[src/rtl/display_scan_ctrl_pkg.sv]
// +----------------------------------------------------------------------+
// | display_scan_ctrl_pkg                                                |
// | Shared constants for the seven-segment scan controller.              |
// | Rev 1.0                                                              |
// +----------------------------------------------------------------------+
`default_nettype none

package display_scan_ctrl_pkg;
  localparam logic [7:0] SEG_BLANK  = 8'hFF;
  localparam logic       AN_OFF     = 1'b1;
  // Pin order on seg: DP,G,F,E,D,C,B,A (bit 7 down to 0)
  localparam int         SEG_DP_BIT = 7;
  localparam int         SEG_GA_MSB = 6;

  localparam logic [1:0] ST_OFF   = 2'd0;
  localparam logic [1:0] ST_GUARD = 2'd1;
  localparam logic [1:0] ST_DRIVE = 2'd2;
endpackage

`default_nettype wire

[src/rtl/display_scan_ctrl_seven_segment.sv]
// +----------------------------------------------------------------------+
// | seven_segment                                                        |
// | BCD to active-low segment decoder; non-BCD codes decode blank.       |
// | Rev 1.0                                                              |
// +----------------------------------------------------------------------+
`default_nettype none

module seven_segment
  import display_scan_ctrl_pkg::*;
(
  input  logic [3:0] bcd,
  output logic [7:0] seg
);

  always_comb begin
    seg = SEG_BLANK;
    case (bcd)
      4'd0:    seg[6:0] = 7'h40;
      4'd1:    seg[6:0] = 7'h79;
      4'd2:    seg[6:0] = 7'h24;
      4'd3:    seg[6:0] = 7'h30;
      4'd4:    seg[6:0] = 7'h19;
      4'd5:    seg[6:0] = 7'h12;
      4'd6:    seg[6:0] = 7'h02;
      4'd7:    seg[6:0] = 7'h78;
      4'd8:    seg[6:0] = 7'h00;
      4'd9:    seg[6:0] = 7'h10;
      default: seg[6:0] = 7'h7F;
    endcase
  end

endmodule

`default_nettype wire

[src/rtl/display_scan_ctrl.sv]
// +----------------------------------------------------------------------+
// | display_scan_ctrl                                                    |
// | Multiplexed 7-seg scanner with frame shadowing, blink and DP.        |
// | Rev 1.0                                                              |
// +----------------------------------------------------------------------+
`default_nettype none

module display_scan_ctrl
  import display_scan_ctrl_pkg::*;
#(
  parameter int NUM_DIGITS   = 4,
  parameter int SCAN_DIV     = 100000,
  parameter int GUARD        = 4,
  parameter int BLINK_FRAMES = 125
) (
  input  logic                    clk,
  input  logic                    rst_n,
  input  logic                    en,
  input  logic [4*NUM_DIGITS-1:0] digits_in,
  input  logic [NUM_DIGITS-1:0]   blink_mask,
  input  logic [NUM_DIGITS-1:0]   dp_mask,
  output logic [NUM_DIGITS-1:0]   an,
  output logic [7:0]              seg,
  output logic                    frame_tick
);

  localparam int SLOT_W = (SCAN_DIV > 1) ? $clog2(SCAN_DIV) : 1;
  localparam int IDX_W  = (NUM_DIGITS > 1) ? $clog2(NUM_DIGITS) : 1;
  localparam int BLK_W  = (BLINK_FRAMES > 1) ? $clog2(BLINK_FRAMES) : 1;

  localparam logic [SLOT_W-1:0] SLOT_LAST = SLOT_W'(SCAN_DIV - 1);
  localparam logic [SLOT_W-1:0] GUARD_CNT = SLOT_W'(GUARD);
  localparam logic [IDX_W-1:0]  IDX_LAST  = IDX_W'(NUM_DIGITS - 1);
  localparam logic [BLK_W-1:0]  BLK_LAST  = BLK_W'(BLINK_FRAMES - 1);

  logic [1:0]              state_q, state_d;
  logic [SLOT_W-1:0]       slot_cnt_q, slot_cnt_d;
  logic [IDX_W-1:0]        idx_q, idx_d;
  logic [BLK_W-1:0]        blink_cnt_q, blink_cnt_d;
  logic                    blink_phase_q, blink_phase_d;
  logic [4*NUM_DIGITS-1:0] digits_sh_q, digits_sh_d;
  logic [NUM_DIGITS-1:0]   blink_sh_q, blink_sh_d;
  logic [NUM_DIGITS-1:0]   dp_sh_q, dp_sh_d;
  logic [NUM_DIGITS-1:0]   an_q, an_d;
  logic [7:0]              seg_q, seg_d;

  logic                    frame_start;
  logic [3:0]              cur_digit;
  logic [7:0]              dec_seg;

  assign frame_start = (state_q == ST_GUARD) && (slot_cnt_q == '0) && (idx_q == '0);
  assign cur_digit   = digits_sh_q[4*idx_q +: 4];

  seven_segment u_dec (
    .bcd (cur_digit),
    .seg (dec_seg)
  );

  always_comb begin
    state_d       = state_q;
    slot_cnt_d    = slot_cnt_q;
    idx_d         = idx_q;
    blink_cnt_d   = blink_cnt_q;
    blink_phase_d = blink_phase_q;
    digits_sh_d   = digits_sh_q;
    blink_sh_d    = blink_sh_q;
    dp_sh_d       = dp_sh_q;

    if (frame_start) begin
      digits_sh_d = digits_in;
      blink_sh_d  = blink_mask;
      dp_sh_d     = dp_mask;
      if (blink_cnt_q == BLK_LAST) begin
        blink_phase_d = ~blink_phase_q;
        blink_cnt_d   = '0;
      end else begin
        blink_cnt_d = blink_cnt_q + BLK_W'(1);
      end
    end

    // Disable overrides everything except the held blink phase.
    if (!en) begin
      state_d     = ST_OFF;
      slot_cnt_d  = '0;
      idx_d       = '0;
      blink_cnt_d = '0;
    end else if (state_q == ST_OFF) begin
      state_d    = ST_GUARD;
      slot_cnt_d = '0;
      idx_d      = '0;
    end else begin
      if (slot_cnt_q == SLOT_LAST) begin
        slot_cnt_d = '0;
        idx_d      = (idx_q == IDX_LAST) ? '0 : idx_q + IDX_W'(1);
      end else begin
        slot_cnt_d = slot_cnt_q + SLOT_W'(1);
      end
      state_d = (slot_cnt_d < GUARD_CNT) ? ST_GUARD : ST_DRIVE;
    end
  end

  always_comb begin
    an_d  = {NUM_DIGITS{AN_OFF}};
    seg_d = SEG_BLANK;
    if (state_q == ST_DRIVE) begin
      an_d = ~(NUM_DIGITS'(1) << idx_q);
      if (!(blink_sh_q[idx_q] && blink_phase_q)) begin
        // Decoder's own DP bit is always off, so gating it keeps DP control here.
        seg_d = {dec_seg[SEG_DP_BIT] & ~dp_sh_q[idx_q], dec_seg[SEG_GA_MSB:0]};
      end
    end
  end

  always_ff @(posedge clk or negedge rst_n) begin
    if (!rst_n) begin
      state_q       <= ST_OFF;
      slot_cnt_q    <= '0;
      idx_q         <= '0;
      blink_cnt_q   <= '0;
      blink_phase_q <= 1'b0;
      digits_sh_q   <= '0;
      blink_sh_q    <= '0;
      dp_sh_q       <= '0;
      an_q          <= {NUM_DIGITS{AN_OFF}};
      seg_q         <= SEG_BLANK;
    end else begin
      state_q       <= state_d;
      slot_cnt_q    <= slot_cnt_d;
      idx_q         <= idx_d;
      blink_cnt_q   <= blink_cnt_d;
      blink_phase_q <= blink_phase_d;
      digits_sh_q   <= digits_sh_d;
      blink_sh_q    <= blink_sh_d;
      dp_sh_q       <= dp_sh_d;
      an_q          <= an_d;
      seg_q         <= seg_d;
    end
  end

  assign an         = an_q;
  assign seg        = seg_q;
  assign frame_tick = frame_start;

endmodule

`default_nettype wire
[config.mk]
export PLATFORM = sky130hd
export DESIGN_NAME = display_scan_ctrl
export DESIGN_NICKNAME = d
export VERILOG_FILES = /design/src/rtl/display_scan_ctrl_pkg.sv /design/src/rtl/display_scan_ctrl_seven_segment.sv /design/src/rtl/display_scan_ctrl.sv
export SDC_FILE = /design/constraint.sdc
export NUM_CORES = 1
export LEC_CHECK = 0
export CAP_MARGIN = 25
export CORE_MARGIN = 10
export CORE_UTILIZATION = 45
export DETAILED_ROUTE_END_ITERATION = 10
export PLACE_DENSITY = 0.69
export SYNTH_ARGS = -nofsm -noshare
export SYNTH_HDL_FRONTEND = slang
export SYNTH_SLANG_ARGS = --single-unit
export TNS_END_PERCENT = 100
[constraint.sdc]
create_clock -name clk -period 1.96 [get_ports clk]
set_input_delay 0.392 -clock clk [delete_from_list [all_inputs] [get_ports clk]]
set_output_delay 0.392 -clock clk [all_outputs]
set_load 0.005 [all_outputs]
==> impl_metrics.env <==
export IMPL_max_vdd_ir_drop_mv=0.339
export IMPL_critPathMaxFanout=5
export IMPL_startpoint_type="flip-flop"
export IMPL_main_combinational_cell_family_by_area_after_synthesis="simple AND/OR/NAND/NOR gates"
export IMPL_grt_first_pass_wirelength_um=13400
export IMPL_layout_filler_cells=594
export IMPL_timing_setup_critical_path_class="flip-flop to flip-flop"
export IMPL_final_period_utilization=1.00
export IMPL_grt_use_total=0.143
export IMPL_ctsHoldBuffers=0
export IMPL_power_density_nw_per_um2=697
export IMPL_worstSkewPairLatency_ns=0.33
export IMPL_grt_overflow_total=0
export IMPL_compound_cell_area_share_of_the_yosys_netlist=0.0637
export IMPL_dominantRegCellSynth="sky130_fd_sc_hd__dfrtp_1"
export IMPL_drv_max_cap_violation_count=0
export IMPL_htree_num_levels=3
export IMPL_synthXorXnorAreaFrac=0.0538
export IMPL_fin_total_pwr_uw=3170
export IMPL_postSynthCellCount=360
export IMPL_syn_mean_instance_area_sq_um=9.49
export IMPL_critPathMostFrequentCell="sky130_fd_sc_hd__buf_4"
export IMPL_ff_latch_area_sq_um=1640
export IMPL_cts_num_sinks=65
export IMPL_slowest_stage="sky130_fd_sc_hd__dfrtp_1"
export IMPL_largest_area_contributor_in_the_synthesized_netlist="sky130_fd_sc_hd__dfrtp_1"
export IMPL_synth_simple_gate_area_frac=0.248
export IMPL_yosys_top_cells_count="95 x sky130_fd_sc_hd__nand2_1, 53 x sky130_fd_sc_hd__dfrtp_1, 35 x sky130_fd_sc_hd__nor2_1"
export IMPL_synthesis_yosys_warnings=0
export IMPL_n_antenna_cell=0
export IMPL_finish_net_count=482
export IMPL_setup_violations=1
export IMPL_cell_by_cell_trace_of_the_critical_path="ha_2 > buf_4 > nand4_1 > nor2_4 > buf_4 > nand3_1 > o21ai_0 > o2111a_1 > a31o_2"
export IMPL_grt_max_degree=66
export IMPL_yosys_area_share_adder=0.0476
export IMPL_placement_io_buffers=39
export IMPL_root_buf_cell="sky130_fd_sc_hd__clkbuf_8"
export IMPL_multi_input_area_sq_um=1720
export IMPL_post_synth_mux_area_share=0.0571
export IMPL_place_inst=519
export IMPL_slew_viol_final=0
export IMPL_place_congestion=0.923
export IMPL_tritoncts_clock_tree="done"
export IMPL_rsz0062_at_grt="yes"
export IMPL_max_clk_rate_mhz=508
export IMPL_finClkSkew_ns=0.0118
export IMPL_detailedRoute_firstPassIterationCount=4
export IMPL_maxSlewHeadroom=0.764
export IMPL_synth_edff_count=0
export IMPL_avgViaCountPerCell=5.17
export IMPL_post_route_antenna_net_violation_count=0
export IMPL_cp_slowest_stage_delay_ns=0.42
export IMPL_hold_class="input port to async pin"
export IMPL_critPathRequiredTime_ns=2.18
export IMPL_antenna_found_initial=0
export IMPL_worst_endpoint_arrival_ns=2.19
export IMPL_finish_cell_count_without_fillers=546
export IMPL_flow_area_growth_from_synthesis_pct=33.1
export IMPL_average_routed_wire_per_standard_cell_um=15.1
export IMPL_initial_utilization=0.466
export IMPL_design_core_area_sq_um=7330
export IMPL_cts_max_path_buffers=2
export IMPL_violations="setup timing"
export IMPL_die_w_um=107
export IMPL_synth_most_common_cell="sky130_fd_sc_hd__nand2_1"
export IMPL_num_rows=31
export IMPL_library_cells_used_by_synthesis=45
export IMPL_first_iter_violations=180
export IMPL_synth_largest_type_area_fraction=0.388
export IMPL_final_critical_path_setup_slack_ns=-0.00978
export IMPL_total_of_flip_flops_plus_latches_after_synthesis=65
export IMPL_critical_path_endpoint_type="flip-flop"
export IMPL_vias_in_the_first_global_route=2784
export IMPL_boundaryPins=40
export IMPL_post_route_cells_drive_above_1_share=0.253
export IMPL_sequential_share_of_the_synthesized_area=0.480
export IMPL_final_hold_viol_count=0
export IMPL_yosys_top_cells_area="sky130_fd_sc_hd__dfrtp_1 39%, sky130_fd_sc_hd__nand2_1 10%, sky130_fd_sc_hd__dfstp_2 9.2%, sky130_fd_sc_hd__ha_1 4.8%, sky130_fd_sc_hd__mux4_2 4.0%"
export IMPL_vias=2822
export IMPL_totalNegativeSetupSlack_ns=-0.00978
export IMPL_layout_core_utilization=0.620
export IMPL_timing_final_crit_period_ns=1.97
export IMPL_status="complete, but fails checks"
export IMPL_drc=0
export IMPL_wl_um=8250
export IMPL_path_clk_slew_ns=0.08
export IMPL_fp_dieH_um=107
export IMPL_timing_worst_slew_pin_value_ns=0.355
export IMPL_power_leakage_uw=0.00206
export IMPL_asr_flop_ratio_synth=1.00
export IMPL_hpwl_um=5810
export IMPL_fp_dieArea_sq_um=11500
export IMPL_tritoncts_num_buffers=9
export IMPL_synth_cell_area_sq_um=3420
export IMPL_postSynthNetCount=400
==> critical path, delay by kind of cell, from the launching register on <==
family,cells,cell delay [ns]
AOI/OAI and AO/OA,3,0.63
DFF,1,0.42
buffers and inverters,2,0.29
and+or+nand+nor,3,0.31
adders and majority gates,1,0.20
==> registers in the layout (all words and copies together) (netlist names) <==
name / count
blink_sh_q: 4
digits_sh_q: 16
seg: 8
idx_q: 2
state_q: 2
dp_sh_q: 4
blink_phase_q: 1
an: 4
blink_cnt_q: 7
slot_cnt_q: 17
==> what timing repair did <==
item / 4_1_cts / 5_1_grt
pin swaps: 9 / 11
setup endpoints to repair: 6 / 40
buffers inserted: 1 / 10
resized for setup: 9 / 20
==> cell families (layout without fill, tap and decap cells) <==
| kind of cell | after synthesis | count (layout) |
|---|---|---|
| AO/OA/AOI/OAI | 31 | 31 |
| XOR/XNOR | 21 | 21 |
| adder cells (fa/ha/maj) | 13 | 13 |
| buffers and inverters | 36 | 123 |
| flip-flops | 65 | 65 |
| multiplexers | 12 | 12 |
| AND/OR/NAND/NOR | 182 | 182 |
==> placed cells by master (no fill, tap or decap), drive strengths merged, types with 2 or more instances in the layout <==
cell / n
o22ai: 2
nor2b: 3
dfrtp: 53
nand4: 7
nor2: 35
nand2: 96
or3: 2
nand3: 12
clkbuf: 11
xor2: 6
mux2i: 6
nor4: 6
mux4: 6
inv: 15
xnor2: 15
and4: 4
a211oi: 2
o2111ai: 2
ha: 13
and3: 5
nor3: 6
o21ai: 10
buf: 55
dfstp: 12
clkdlybuf4s50: 37
o31ai: 2
a21oi: 6
clkinv: 3
==> per-layer routing <==
layer | global-route usage | wire length, um
met5 | 0 | 0
met4 | 0.0580 | 89
met3 | 0.0347 | 484
met2 | 0.220 | 4000
met1 | 0.189 | 3670
==> final timing paths <==
check                                  endpoint  slack [ns]       startpoint  cells after the start
min in group clk                digits_sh_q[10]        0.47  digits_sh_q[10]                      2
max in group asynchronous                seg[4]        1.56            rst_n                      2
worst min register to register  digits_sh_q[10]        0.47  digits_sh_q[10]                      2
worst max-delay path                 state_q[0]       -0.01    slot_cnt_q[0]                      9
worst max register to register       state_q[0]       -0.01    slot_cnt_q[0]                      9
worst min-delay path              slot_cnt_q[5]        0.03            rst_n                      2
==> final cells by class <==
class / instances / area share
clock buffer: 11 / 0.0289
clock inverter: 5 / 0.0124
inverter: 15 / 0.0124
multi-input combinational: 259 / 0.377
sequential: 65 / 0.361
tap: 99 / 0.0272
timing repair buffer: 92 / 0.181
==> power breakdown <==
part           internal [uW]  switching (uW)  total [uW]  leakage [uW]
registers               1460            64.4        1520      0.000820
logic                    253             297         551       0.00115
clock network            586             509        1100     0.0000933
total                   2300             871        3170       0.00206
==> stage by stage <==
stage	setup slack (ns)	hold slack (ns)	instance area (sq um)
2_1_floorplan	0.000909	0.0964	3440
3_3_place_gp	-0.0237	0.430	4180
3_5_place_dp	-0.0822	0.435	4180
4_1_cts	0.00116	0.0757	4390
5_1_grt	-0.0714	0.0834	4550
6_report	-0.00978	0.0329	4550
(Power assumes the default switching activity.)
